<file path="src/rtl/seg7_scan.sv">
// seg7_scan: time-multiplexed driver for a 4-digit common-anode 7-segment display.
// Each digit gets REFRESH_DIV cycles; the first GUARD cycles of a slot keep all
// anodes off so the segment lines can settle without ghosting onto the next digit.
// Outputs are registered: they reflect the scan state of the previous cycle.
module seg7_scan #(
    parameter int REFRESH_DIV = 100000,
    parameter int GUARD       = 16
) (
    input  logic        clk,
    input  logic        rst_n,
    input  logic [15:0] bcd,
    input  logic        load,
    input  logic        blank_lz,
    input  logic [3:0]  dp_en,
    output logic [3:0]  an,
    output logic [6:0]  seg,
    output logic        dp,
    output logic        frame
);
    localparam int CW = (REFRESH_DIV > 2) ? $clog2(REFRESH_DIV) : 1;
    localparam logic [CW-1:0] CNT_LAST  = CW'(REFRESH_DIV - 1);
    localparam logic [CW-1:0] CNT_GUARD = CW'(GUARD);

    logic [CW-1:0] cnt;
    logic [1:0]    idx;
    logic [15:0]   disp;
    logic          terminal;
    logic [3:0]    zero;
    logic [3:0]    nib;
    logic          blank;
    logic [6:0]    glyph;
    logic [3:0]    an_d;
    logic [6:0]    seg_d;
    logic          dp_d;
    logic          frame_d;

    assign terminal = (cnt == CNT_LAST);

    assign zero[0] = (disp[3:0]   == 4'd0);
    assign zero[1] = (disp[7:4]   == 4'd0);
    assign zero[2] = (disp[11:8]  == 4'd0);
    assign zero[3] = (disp[15:12] == 4'd0);

    // Prescaler counts through the slot; digit index advances on its wrap
    always_ff @(posedge clk) begin
        if (!rst_n) begin
            cnt <= '0;
            idx <= 2'd0;
        end else if (terminal) begin
            cnt <= '0;
            idx <= idx + 2'd1;
        end else begin
            cnt <= cnt + CW'(1);
        end
    end

    // Display register: capture on load, reset has priority over load
    always_ff @(posedge clk) begin
        if (!rst_n) begin
            disp <= 16'h0000;
        end else if (load) begin
            disp <= bcd;
        end
    end

    // Select the nibble of the current digit and decide leading-zero blanking
    always_comb begin
        nib   = disp[3:0];
        blank = 1'b0;
        case (idx)
            2'd3: begin nib = disp[15:12]; blank = zero[3];                     end
            2'd2: begin nib = disp[11:8];  blank = zero[3] & zero[2];           end
            2'd1: begin nib = disp[7:4];   blank = zero[3] & zero[2] & zero[1]; end
            default: begin nib = disp[3:0]; blank = 1'b0;                       end
        endcase
        blank = blank & blank_lz;
    end

    // Nibble to active-low {g,f,e,d,c,b,a}; non-BCD codes show a dash
    always_comb begin
        case (nib)
            4'd0:    glyph = 7'b1000000;
            4'd1:    glyph = 7'b1111001;
            4'd2:    glyph = 7'b0100100;
            4'd3:    glyph = 7'b0110000;
            4'd4:    glyph = 7'b0011001;
            4'd5:    glyph = 7'b0010010;
            4'd6:    glyph = 7'b0000010;
            4'd7:    glyph = 7'b1111000;
            4'd8:    glyph = 7'b0000000;
            4'd9:    glyph = 7'b0010000;
            default: glyph = 7'b0111111;
        endcase
    end

    // Next output values: all dark during the guard, else drive the active digit
    always_comb begin
        an_d    = 4'b1111;
        seg_d   = 7'h7F;
        dp_d    = 1'b1;
        frame_d = terminal && (idx == 2'd3);
        if (cnt >= CNT_GUARD) begin
            an_d  = ~(4'b0001 << idx);
            seg_d = blank ? 7'h7F : glyph;
            dp_d  = ~dp_en[idx];
        end
    end

    // Output register
    always_ff @(posedge clk) begin
        if (!rst_n) begin
            an    <= 4'b1111;
            seg   <= 7'h7F;
            dp    <= 1'b1;
            frame <= 1'b0;
        end else begin
            an    <= an_d;
            seg   <= seg_d;
            dp    <= dp_d;
            frame <= frame_d;
        end
    end

endmodule

</file>
<file path="config.mk">
export PLATFORM = sky130hd
export DESIGN_NAME = seg7_scan
export DESIGN_NICKNAME = d
export VERILOG_FILES = /design/src/rtl/seg7_scan.sv
export SDC_FILE = /design/constraint.sdc
export NUM_CORES = 1
export LEC_CHECK = 0
export ABC_AREA = 1
export BUFFER_PORTS_ARGS = -buffer_cell sky130_fd_sc_hd__buf_4
export CAP_MARGIN = 40
export CORE_UTILIZATION = 40
export DETAILED_ROUTE_END_ITERATION = 16
export PLACE_DENSITY = 0.72
export SETUP_SLACK_MARGIN = 0.15
export SYNTH_ARGS = -nofsm -noshare
export SYNTH_HDL_FRONTEND = slang
export SYNTH_SLANG_ARGS = --single-unit
</file>
<file path="constraint.sdc">
create_clock -name clk -period 4.3 [get_ports clk]
set_clock_uncertainty 0.1 [all_clocks]
set_input_delay 0.86 -clock clk [delete_from_list [all_inputs] [get_ports clk]]
set_output_delay 0.86 -clock clk [all_outputs]
set_load 0.02 [all_outputs]
</file>
Word level (Yosys, flattened, before mapping). Memories as Yosys holds them, arrays and structs flattened. A register that Yosys moved wholly into a read port is not among the register bits. Index checks and enable logic that the tools add are counted.

Magnitude comparators: 2. Shift operators: 1. Bitwise operators: 7. Add/sub/neg operators: 2. Reductions and logical operators: 7. Mux-type cells: 4. Equality and inequality tests: 4.

Operator list (number): $add A17 B1 Y17 const B (1); $eq A17 B17 Y1 const B (1); $ge A17 B5 Y1 const B (1); $logic_not A4 Y1 (3); $pmux W4 S3 (1); $eq A2 B2 Y1 const B (2); $not A4 Y4 (1); $shl A1 B2 Y4 const A (1); $and A1 B1 Y1 (3); $lt A2 B3 Y1 const B (1); $not A1 Y1 (3); $pmux W1 S3 (1); $reduce_or A3 Y1 (1); $add A2 B1 Y2 const B (1); $bmux W1 S2 (1); $eq A2 B1 Y1 const B (1); $reduce_and A2 Y1 (1); $reduce_or A2 Y1 (1); $logic_and A1 B1 Y1 (1); $mux W1 (1).

Register bits after elaboration: 41. Memories: 1. Logic and storage cells: 34. Bits in read-only memories: 112. Input port bits: 24. Output and inout port bits: 13.

Memories: (name not given) (words 16, width 7, rd ports 1, clocked after Yosys merged registers in 1, wr ports 0, line 81) `case (nib)`.

Logic depth before layout (Yosys ltp).
Word-level depth: 6. Depth in mapped cells: 12. Mapped depth without buffers: 12.

Least setup slack after synthesis. Ideal clock, no wire load.

Path type: flip-flop to flip-flop. Start: register idx[0]. End: register seg[5]. Path slack: 2.369 ns. Clock period less this slack: 1.931 ns. Data arrival time: 1.714 ns. Cell stages (with the launch flop): 12. Setup time: 0.117 ns. Required time: 4.083 ns. Path buffers: 0. Path through: dfxtp_1 inv_1 ha_1 inv_2 nand2_1 o21ai_2 inv_1 ha_1 o21ai_1 inv_1 nand2_1 nand2_1.

Cells in the longest elaborated chain, start to end: 4. Elaborated cells on any way between the ends: 7. Those cells by class: eq/ne (3); mux (2); bitwise (1); reduce/logical (1).

Ends and longest elaborated chain: from (decl) (line 25) `logic [1:0] idx;`; from (signal assigned) (line 51) `idx <= idx + 2'd1;`; $eq A2 B1 Y1 / $eq A2 B2 Y1 (equally long branches) (line 70) `case (idx)`; $pmux W1 S3 (line 70); $and A1 B1 Y1 (line 76) `blank = blank & blank_lz;`; $reduce_or A3 Y1 (no line); to (decl) (line 16) `output logic [6:0] seg,`.

Parallel ways exist; a longest one is shown, timed or not. A chain may end at the register's enable or synchronous reset.

Worst setup path in the final report. Ends and elaborated chain as after synthesis.

==> results.json <==
{
  "fin_tns_setup_ns": 0,
  "synth_cell_types": 31,
  "crit_arrival_ns": 2.27,
  "yosys-top-cells-area": "dfxtp_1, nand2_1, nor2_1",
  "grt_pass1_wl_microns": 8460,
  "grt_overflow": 0,
  "avgSynthCellArea_sq_um": 7.13,
  "synth_nets": 366,
  "internal-power_uw": 597,
  "status": "finished, final reports clean",
  "vias": 2150,
  "hold_slack_ns": 0.379,
  "drc": 0,
  "drive_above_1_share_pct": 18.7,
  "muxShareOfSynthArea_pct": 0,
  "cts_resized": 0,
  "ant_nets": 0,
  "yosys.area_share.adder_pct": 5.28,
  "grt_max_degree": 23,
  "p_leak_nw": 1.18,
  "rsz0062_at_grt": "no",
  "area_growth_pct": 16.9,
  "antenna_found_initial": 0,
  "root_buffer": "clkbuf_8",
  "vias_per_cell": 4.88,
  "synth-seq-cells": 48,
  "critPathRequiredTime_ns": 4.40,
  "fmax_mhz": 460,
  "slowest_delay_ns": 0.43,
  "p_sw_share_pct": 24.5,
  "period_minus_slack_ns": 2.18,
  "num-nets-final": 403,
  "relSlewSlack_pct": 63.8,
  "netlist_area_sq_um": 2370,
  "die_w_microns": 79.0,
  "synth-simple-area-share_pct": 35.6,
  "rrSetupSlack_ns": 2.12,
  "start_kind": "flop",
  "slew_viol_final": 0,
  "setup_viol": 0,
  "diodes": 0,
  "start_util_pct": 42.2,
  "cts_max_path_buffers": 2,
  "synth_warnings": 0,
  "p_seq_share_pct": 59.0,
  "cts_setup_buffers": 0,
  "cts_tree": "built",
  "period_share_pct": 50.6,
  "crit_type": "flop to flop",
  "synth-compound-area-share_pct": 10.5,
  "ys_seq_area_share_pct": 40.6,
  "cts_buffers": 5,
  "synth_xor_area_share_pct": 0.740,
  "maxCapViolations": 0,
  "grt.total_usage_pct": 17.2,
  "cts_hold_buf": 0,
  "drtIter0Drc": 108,
  "ir_drop_uv": 127,
  "cp-end-kind": "flop",
  "synth_top_family_by_area": "simple AND/OR/NAND/NOR gates",
  "crit_chain": "inv_1 -> ha_1 -> inv_2 -> nand2_1 -> o21ai_2 -> inv_1 -> ha_1 -> o21ai_1 -> inv_1 -> nand2_1 -> nand2_1",
  "hold_viol_final": 0,
  "hpwl_microns": 3680,
  "clock-sinks": 48,
  "fill_cells": 583,
  "avgRoutedWirePerCell_microns": 11.1,
  "io_buffers": 36,
  "power.switching_uw": 193,
  "postSynthCellCount": 332,
  "totalWireLength_microns": 4910,
  "core_area_sq_um": 5610,
  "p_clk_share_pct": 32.5,
  "dr.pass1.iters": 5,
  "slowest_stage": "dfxtp_1",
  "hp-class": "flop to flop",
  "synth_top_area_cell": "dfxtp_1",
  "ioPinCount": 37,
  "dieArea_sq_um": 6230,
  "die_h_microns": 79.0,
  "p_comb_share_pct": 8.4,
  "power.density_nw_per_um2": 286,
  "gp_congestion": 0.925,
  "clkLatencyLatePin_ns": 0.30,
  "grt_pass1_vias": 1935,
  "synth_top_area_share_pct": 40.6,
  "h-tree-depth": 2,
  "path_clk_slew_ns": 0.09,
  "num_rows": 27,
  "tightest_slew_ns": 0.539,
  "cp_max_fo": 6
}
-- cell usage after synthesis, drive strengths merged --
master and number:
a22oi 1, nor2 67, nand3 22, buf 2
inv 34, nor3 8, xor2 2, or2 2
ha 10, clkinv 1, and3 1, a21oi 18
o21ai 25, nand2 77, clkbuf 4, dfxtp 48
nor4 1, nand4 8, nand3b 1
-- worst max-delay path, delay by kind of cell, from the launching register on --
kind,cells,cell delay (ns)
fa+ha+maj,2,0.49
buf+inv,4,0.45
compound gates,2,0.44
flops,1,0.43
simple gates,3,0.16
-- cell families (layout without fill, tap and decap cells) --
kind of cell | count (synthesis) | count (layout)
buffers and inverters | 41 | 78
AOI/OAI and AO/OA | 44 | 44
xor gates and xnor gates | 2 | 2
adders and majority gates | 10 | 10
DFF | 48 | 48
and+or+nand+nor | 187 | 187
-- layout by cell type (no fill, tap or decap), drive strengths merged --
cell type  netlist  routed
nor4             1       1
nand4            8       8
a21oi           18      18
ha              10      10
xor2             2       2
nor3             8       8
or2              2       2
nand3b           1       1
clkbuf           4       5
o21ai           25      25
nand2           77      77
nor2            67      67
dfxtp           48      48
nand3           22      22
and3             1       1
clkinv           1       2
a22oi            1       1
buf              2      36
inv             34      34
clkinvlp         0       1
-- through the flow --
stage	util (%)	instances	worst slack [ns]	area (sq um)	power [mW]
after floorplan	-	332	2.37	2370	0.518
after global placement	47.9	434	2.26	2690	0.542
after detailed placement	47.9	434	2.15	2690	0.543
after CTS	49.4	441	2.14	2770	0.796
after global routing	49.4	441	1.89	2770	0.828
final	49.4	441	2.12	2770	0.790
-- flip-flops by register name, indices dropped and copies added (netlist names) --
name / flops
cnt: 17
frame: 1
disp: 16
dp: 1
an: 4
idx: 2
seg: 7
-- area by class of cell --
class	instances	area (sq um)	area share [%]
Inverter	35	131	4.75
Clock inverter	2	12.5	0.452
Clock buffer	5	68.8	2.49
Tap cell	72	90.1	3.25
Sequential cell	48	961	34.7
Multi-Input combinational cell	243	1230	44.6
Timing Repair Buffer	36	270	9.76
-- worst paths after layout --
path                              start       to  cells after the start
worst max-delay path             idx[0]   seg[5]                     11
worst min-delay path            disp[8]  disp[8]                      2
worst max register to register   idx[0]   seg[5]                     11
worst min register to register  disp[8]  disp[8]                      2
-- power groups by stage --
stage | clock network, mW | registers (mW) | logic, mW
3_5_place_dp | 0 | 0.477 | 0.0667
5_1_grt | 0.282 | 0.468 | 0.0778
2_1_floorplan | 0 | 0.474 | 0.0439
4_1_cts | 0.262 | 0.466 | 0.0672
3_3_place_gp | 0 | 0.476 | 0.0653
6_report | 0.257 | 0.466 | 0.0667
-- metal layers --
metal / routed length (microns) / vias up / global-route usage (%)
met1: 2510 / 960 / 22.6
met4: 68 / 0 / 5.64
met3: 245 / 6 / 4.25
met2: 2090 / 50 / 27.4
met5: 0 / - / 0
li1: - / 1134 / -
(Power assumes the default switching activity.)
